`config.mk`:
```
export PLATFORM = sky130hd
export DESIGN_NAME = reg_pipe
export DESIGN_NICKNAME = d
export VERILOG_FILES = /design/src/rtl/reg_pkg.sv /design/src/rtl/reg_stage.sv /design/src/rtl/reg_pipe.sv
export SDC_FILE = /design/constraint.sdc
export NUM_CORES = 1
export LEC_CHECK = 0
export ABC_CLOCK_PERIOD_IN_PS = 2000
export CORE_ASPECT_RATIO = 0.9
export CORE_MARGIN = 3
export CORE_UTILIZATION = 36
export CTS_CLUSTER_SIZE = 14
export DETAILED_ROUTE_END_ITERATION = 16
export GPL_TIMING_DRIVEN = 0
export HOLD_SLACK_MARGIN = 0.03
export SYNTH_ARGS = -nofsm -noshare
export SYNTH_HDL_FRONTEND = slang
export SYNTH_HIERARCHICAL = 1
export SYNTH_SLANG_ARGS = --single-unit
```
`constraint.sdc`:
```
create_clock -name clk -period 2 [get_ports clk]
set_input_delay 0.3 -clock clk [delete_from_list [all_inputs] [get_ports clk]]
set_output_delay 0.3 -clock clk [all_outputs]
set_load 0.02 [all_outputs]
```
`src/rtl/reg_pkg.sv`:
```
// Shared constants and helper for the reg_pipe register pipeline.
package reg_pkg;

   localparam int unsigned DEF_WIDTH = 32;
   localparam int unsigned DEF_DEPTH = 4;

   // Ceiling log2; clog2(1) = 0, clog2(5) = 3.
   function automatic int unsigned clog2(input int unsigned n);
      int unsigned r;
      r = 0;
      for (int unsigned i = 0; i < 32; i++) begin
         if ((64'd1 << i) < 64'(n)) r = i + 1;
      end
      return r;
   endfunction

endpackage

```
`src/rtl/reg_stage.sv`:
```
// One pipeline stage: valid flag plus data word with load, clear and hold.
module reg_stage
   import reg_pkg::*;
#(
   parameter int unsigned      WIDTH   = DEF_WIDTH,
   parameter logic [WIDTH-1:0] RST_VAL = '0
) (
   input  logic             clk,
   input  logic             rst,
   input  logic             clr_i,
   input  logic             load_i,
   input  logic             v_i,
   input  logic [WIDTH-1:0] d_i,
   output logic             v_o,
   output logic [WIDTH-1:0] d_o
);

   logic             v_q, v_d;
   logic [WIDTH-1:0] d_q, d_d;

   // Clear beats load; data only follows a valid incoming word, so bubbles never toggle it.
   always_comb begin
      v_d = v_q;
      d_d = d_q;
      if (clr_i) begin
         v_d = 1'b0;
      end else if (load_i) begin
         v_d = v_i;
         if (v_i) d_d = d_i;
      end
   end

   // Stage registers with synchronous reset.
   always_ff @(posedge clk) begin
      if (rst) begin
         v_q <= 1'b0;
         d_q <= RST_VAL;
      end else begin
         v_q <= v_d;
         d_q <= d_d;
      end
   end

   assign v_o = v_q;
   assign d_o = d_q;

endmodule

```
`src/rtl/reg_pipe.sv`:
```
// Valid/ready register pipeline with bubble collapse, flush and global enable.
// Optional occupancy output enabled by defining REG_PIPE_OCC_EN.
module reg_pipe
   import reg_pkg::*;
#(
   parameter int unsigned      WIDTH   = DEF_WIDTH,
   parameter int unsigned      DEPTH   = DEF_DEPTH,
   parameter logic [WIDTH-1:0] RST_VAL = '0
) (
   input  logic             clk,
   input  logic             rst,
   input  logic             en,
   input  logic             flush,
   input  logic             in_valid,
   input  logic [WIDTH-1:0] in_data,
   output logic             in_ready,
   output logic             out_valid,
   output logic [WIDTH-1:0] out_data,
   input  logic             out_ready
`ifdef REG_PIPE_OCC_EN
   ,
   output logic [clog2(DEPTH+1)-1:0] occ
`endif
);

   logic [DEPTH-1:0] stg_v_q;
   logic [WIDTH-1:0] stg_d_q  [DEPTH];
   logic [DEPTH-1:0] stg_v_in;
   logic [WIDTH-1:0] stg_d_in [DEPTH];
   logic [DEPTH-1:0] can_load;
   logic [DEPTH-1:0] stg_load;
   logic             in_fire;
   logic             clr;

   // A stage can load unless it and every stage after it are full and the output is stalled.
   // Computed as a running "blocked" term from the output end to avoid a self-referencing vector.
   always_comb begin : p_can_load
      logic blocked;
      blocked  = ~out_ready;
      can_load = '0;
      for (int unsigned k = 0; k < DEPTH; k++) begin
         blocked                = blocked & stg_v_q[DEPTH-1-k];
         can_load[DEPTH-1-k]    = ~blocked;
      end
   end

   assign in_ready = en & can_load[0];
   assign in_fire  = in_valid & in_ready;
   assign clr      = en & flush;
   assign stg_load = {DEPTH{en}} & can_load;

   // Each stage is fed by its predecessor; stage 0 by the accepted upstream word.
   always_comb begin
      stg_v_in    = '0;
      stg_v_in[0] = in_fire;
      stg_d_in[0] = in_data;
      for (int unsigned k = 1; k < DEPTH; k++) begin
         stg_v_in[k] = stg_v_q[k-1];
         stg_d_in[k] = stg_d_q[k-1];
      end
   end

   for (genvar g = 0; g < DEPTH; g++) begin : g_stage
      reg_stage #(
         .WIDTH   (WIDTH),
         .RST_VAL (RST_VAL)
      ) u_stage (
         .clk    (clk),
         .rst    (rst),
         .clr_i  (clr),
         .load_i (stg_load[g]),
         .v_i    (stg_v_in[g]),
         .d_i    (stg_d_in[g]),
         .v_o    (stg_v_q[g]),
         .d_o    (stg_d_q[g])
      );
   end

   assign out_valid = stg_v_q[DEPTH-1];
   assign out_data  = stg_d_q[DEPTH-1];

`ifdef REG_PIPE_OCC_EN
   localparam int unsigned OCC_W = clog2(DEPTH+1);

   logic [OCC_W-1:0] occ_q, occ_d;
   logic             out_fire;

   assign out_fire = en & stg_v_q[DEPTH-1] & out_ready;

   // Occupancy tracks the number of set valid flags.
   always_comb begin
      occ_d = occ_q;
      if (clr) begin
         occ_d = '0;
      end else if (in_fire && !out_fire) begin
         occ_d = occ_q + OCC_W'(1);
      end else if (out_fire && !in_fire) begin
         occ_d = occ_q - OCC_W'(1);
      end
   end

   // Occupancy register with synchronous reset.
   always_ff @(posedge clk) begin
      if (rst) occ_q <= '0;
      else     occ_q <= occ_d;
   end

   assign occ = occ_q;
`endif

endmodule

```
==> results by group <==
Global routing
  • Largest net degree at the start of global routing: 17
  • Vias in the first global route: 3968
  • Initial antenna violation count: 0
  • First-pass GRT wire length: 19.6 mm
  • Grt total ovfl: 0
  • Gr usage total: 0.133

Floorplanning
  • Initial Util: 0.372
  • I/O pins: 72
  • Die H: 129 microns
  • Die ar.: 18500 sq um
  • DIE WIDTH: 143 microns
  • Area of the core region: 16400 sq um
  • Num rows: 44

CTS
  • H-tree levels: 4
  • Setup bufs post-CTS: 0
  • Clk_lat worst skew: 0.41 ns
  • Hold buffer count at cts: 0
  • Clock sink total: 132
  • Clk root buf: clkbuf_16
  • Longest Clk Path Bufs: 2
  • TritonCTS buffer count: 17
  • Clock-pin transition on the worst setup and hold timing paths: 0.05 ns
  • CTS tree: yes

Synthesis
  • Number of synthesized flops with an enable pin: 0
  • Yosys warning count: 6
  • Synth Flop Type: dfxtp_1
  • Sequential-to-total area share from yosys stat: 0.434
  • FF+latch count, synth: 132
  • Most frequent cells after synthesis: nand2b_1 (256), dfxtp_1 (132), mux2i_1 (132), clkbuf_1 (24), buf_12 (12)
  • Cells after Synth: 581
  • Top cells by area, synth: dfxtp_1 (43%), nand2b_1 (26%), mux2i_1 (22%), buf_12 (3.9%), clkbuf_1 (1.5%)
  • Syn_nets: 619
  • Mapped cell area: 6090 sq um
  • Cell taking the most area after synthesis: dfxtp_1
  • Async S/R FF share, synth: 0
  • Synth top area share: 0.434
  • Synth cell types: 17
  • Synthesized area per cell: 10.5 sq um
  • Top-count cell post-synth: nand2b_1

Pwr
  • Clock Power Share: 0.487
  • Leak: 0.00244 uW
  • Final total power: 5820 uW
  • Switching Fraction: 0.198
  • Comb power frac: 0.055
  • PwrDens: 767 nW/um^2
  • P_int: 4670 uW
  • Peak VDD IR: 0.000588 V
  • Sequential power share: 0.458
  • Net Sw Power: 1150 uW

STA
  • Final setup violation count: 0
  • Fmax achieved: 530 MHz
  • Clock skew: 0.00383 ns
  • Slew @ Worst Pin: 0.336 ns
  • Slew HR: 0.776
  • Slew Limit Fails: 0
  • Unrepaired setup endpoints after global routing: false
  • Final hold vios: 0
  • Final period util: 0.944
  • Min cycle time layout: 1.89 ns

Drt
  • Final WL: 11.6 mm
  • Initial DRC Count: 149
  • DR vias: 3827
  • Residual DRC: 0
  • Post-DR wirelength/cell: 13.1 microns
  • Initial DRT Pass Iterations: 4
  • Antenna Violating Nets Remaining: 0
  • DR vias/cell: 4.31

Final layout
  • Synthesis-to-layout area growth: 24.7%
  • Post-layout net count: 708
  • Layout cells sized above 1: 0.0749
  • Fin util: 0.464
  • # diodes: 0

Flow run
  • Max-capacitance violation count: 0

Worst setup path
  • Crit-path leading delay family: buffers and inverters
  • CP max stage delay: 0.47 ns
  • Critical path buffers and inverters: 2
  • Crit path launch: out_ready
  • Crit Path Class: in -> out
  • CP Data Required Time: 1.70 ns
  • CP cell instances: clkdlybuf4s50_1 > and4b_2 > a21boi_2 > dlygate4sd2_1
  • Critical Path Sink Type: primary output
  • Worst-path maximum fanout: 3
  • Arr. time, crit path: 1.59 ns
  • Slowest cell on the critical path: clkdlybuf4s50_1
  • Worst R2R Start: g_stage[3].u_stage/v_o
  • Crit path launch type: primary input

Placement
  • RePlAce Congestion: 0.728
  • Dpl hpwl: 8.93 mm
  • IO buf count: 70

Min path
  • Hold WC Path Type: in -> reg
  • HP Start: rst

Status
  • Status: finished clean
==> path summary, 6_finish.rpt <==
| kind | slack [ns] | cells after the start | to |
|---|---|---|---|
| hold reg to reg | 0.47 | 2 | g_stage[2].u_stage/d_o[29] |
| hold / removal | 0.28 | 3 | g_stage[2].u_stage/d_o[29] |
| setup reg to reg | 0.40 | 6 | g_stage[1].u_stage/d_o[0] |
| setup / recovery | 0.11 | 4 | in_ready |
==> layout by cell type, fill, tap and decap left out, drive strengths merged <==
master and n:
a21boi 2, a21oi 1, and2 1, and2b 2, and3b 4, and4b 1, buf 20, bufinv 1
clkbuf 49, clkdlybuf4s50 69, clkinv 4, dfxtp 132, dlygate4sd2 1, mux2i 132, nand2 1, nand2b 256
nor2b 1, nor3 4
==> logic make-up after synthesis <==
logic type / share of synthesized area
AOI/OAI and AO/OA: 0.00452
buffers and inverters: 0.0649
DFF: 0.434
muxes: 0.217
and+or+nand+nor: 0.279
==> timing repair <==
action                     4_1_cts  5_1_grt
setup endpoints to repair        1        0
resized for setup                1        0
hold endpoints to repair         0        0
==> cell type report <==
cell class              count  area (sq um)
flip-flops and latches    132          2640
fillers                  1494          8760
multi-input cells         405          3050
plain buffers              44           395
clock inverters             5          50.0
clock buffers              25           495
repair buffers             70           699
well taps                 207           259
==> power groups by stage <==
stage / Sequential, uW / Combinational, uW / Clock (uW)
2_1_floorplan: 2720 / 210 / 0
5_1_grt: 2670 / 350 / 3040
6_report: 2670 / 320 / 2840
3_3_place_gp: 2720 / 319 / 0
4_1_cts: 2670 / 326 / 2920
3_5_place_dp: 2720 / 326 / 0
==> tightest hold or removal path, delay by kind of cell <==
family | cells | cell delay [ns]
buffers and inverters | 1 | 0.16
AND/OR/NAND/NOR | 1 | 0.12
multiplexers | 1 | 0.06
==> flip-flops by register name, summed over array words and instances (netlist names) <==
name	cells
g_stage.u_stage/v_o	4
g_stage.u_stage/d_o	128
==> through the flow <==
step / hold WS [ns] / worst slack [ns] / instance area [sq um] / TNS [ns] / std cells
floorplan: 0.449 / 0.303 / 6090 / 0 / 581
global placement: 0.461 / -0.149 / 7050 / -0.557 / 858
detailed placement: 0.463 / -0.164 / 7050 / -2.91 / 858
CTS: 0.254 / 0.102 / 7590 / 0 / 888
global route: 0.285 / 0.0564 / 7590 / 0 / 888
finish: 0.275 / 0.112 / 7590 / 0 / 888
==> metal layers <==
layer	up-vias	share of wire	routed length (microns)	track usage
met1	1684	0.55	6420	0.199
met5	-	0	0	0
li1	2062	-	-	-
met2	62	0.39	4570	0.181
met3	19	0.035	406	0.0336
met4	0	0.018	208	0.0570
No activity file was read; power rests on OpenSTA's default activity.
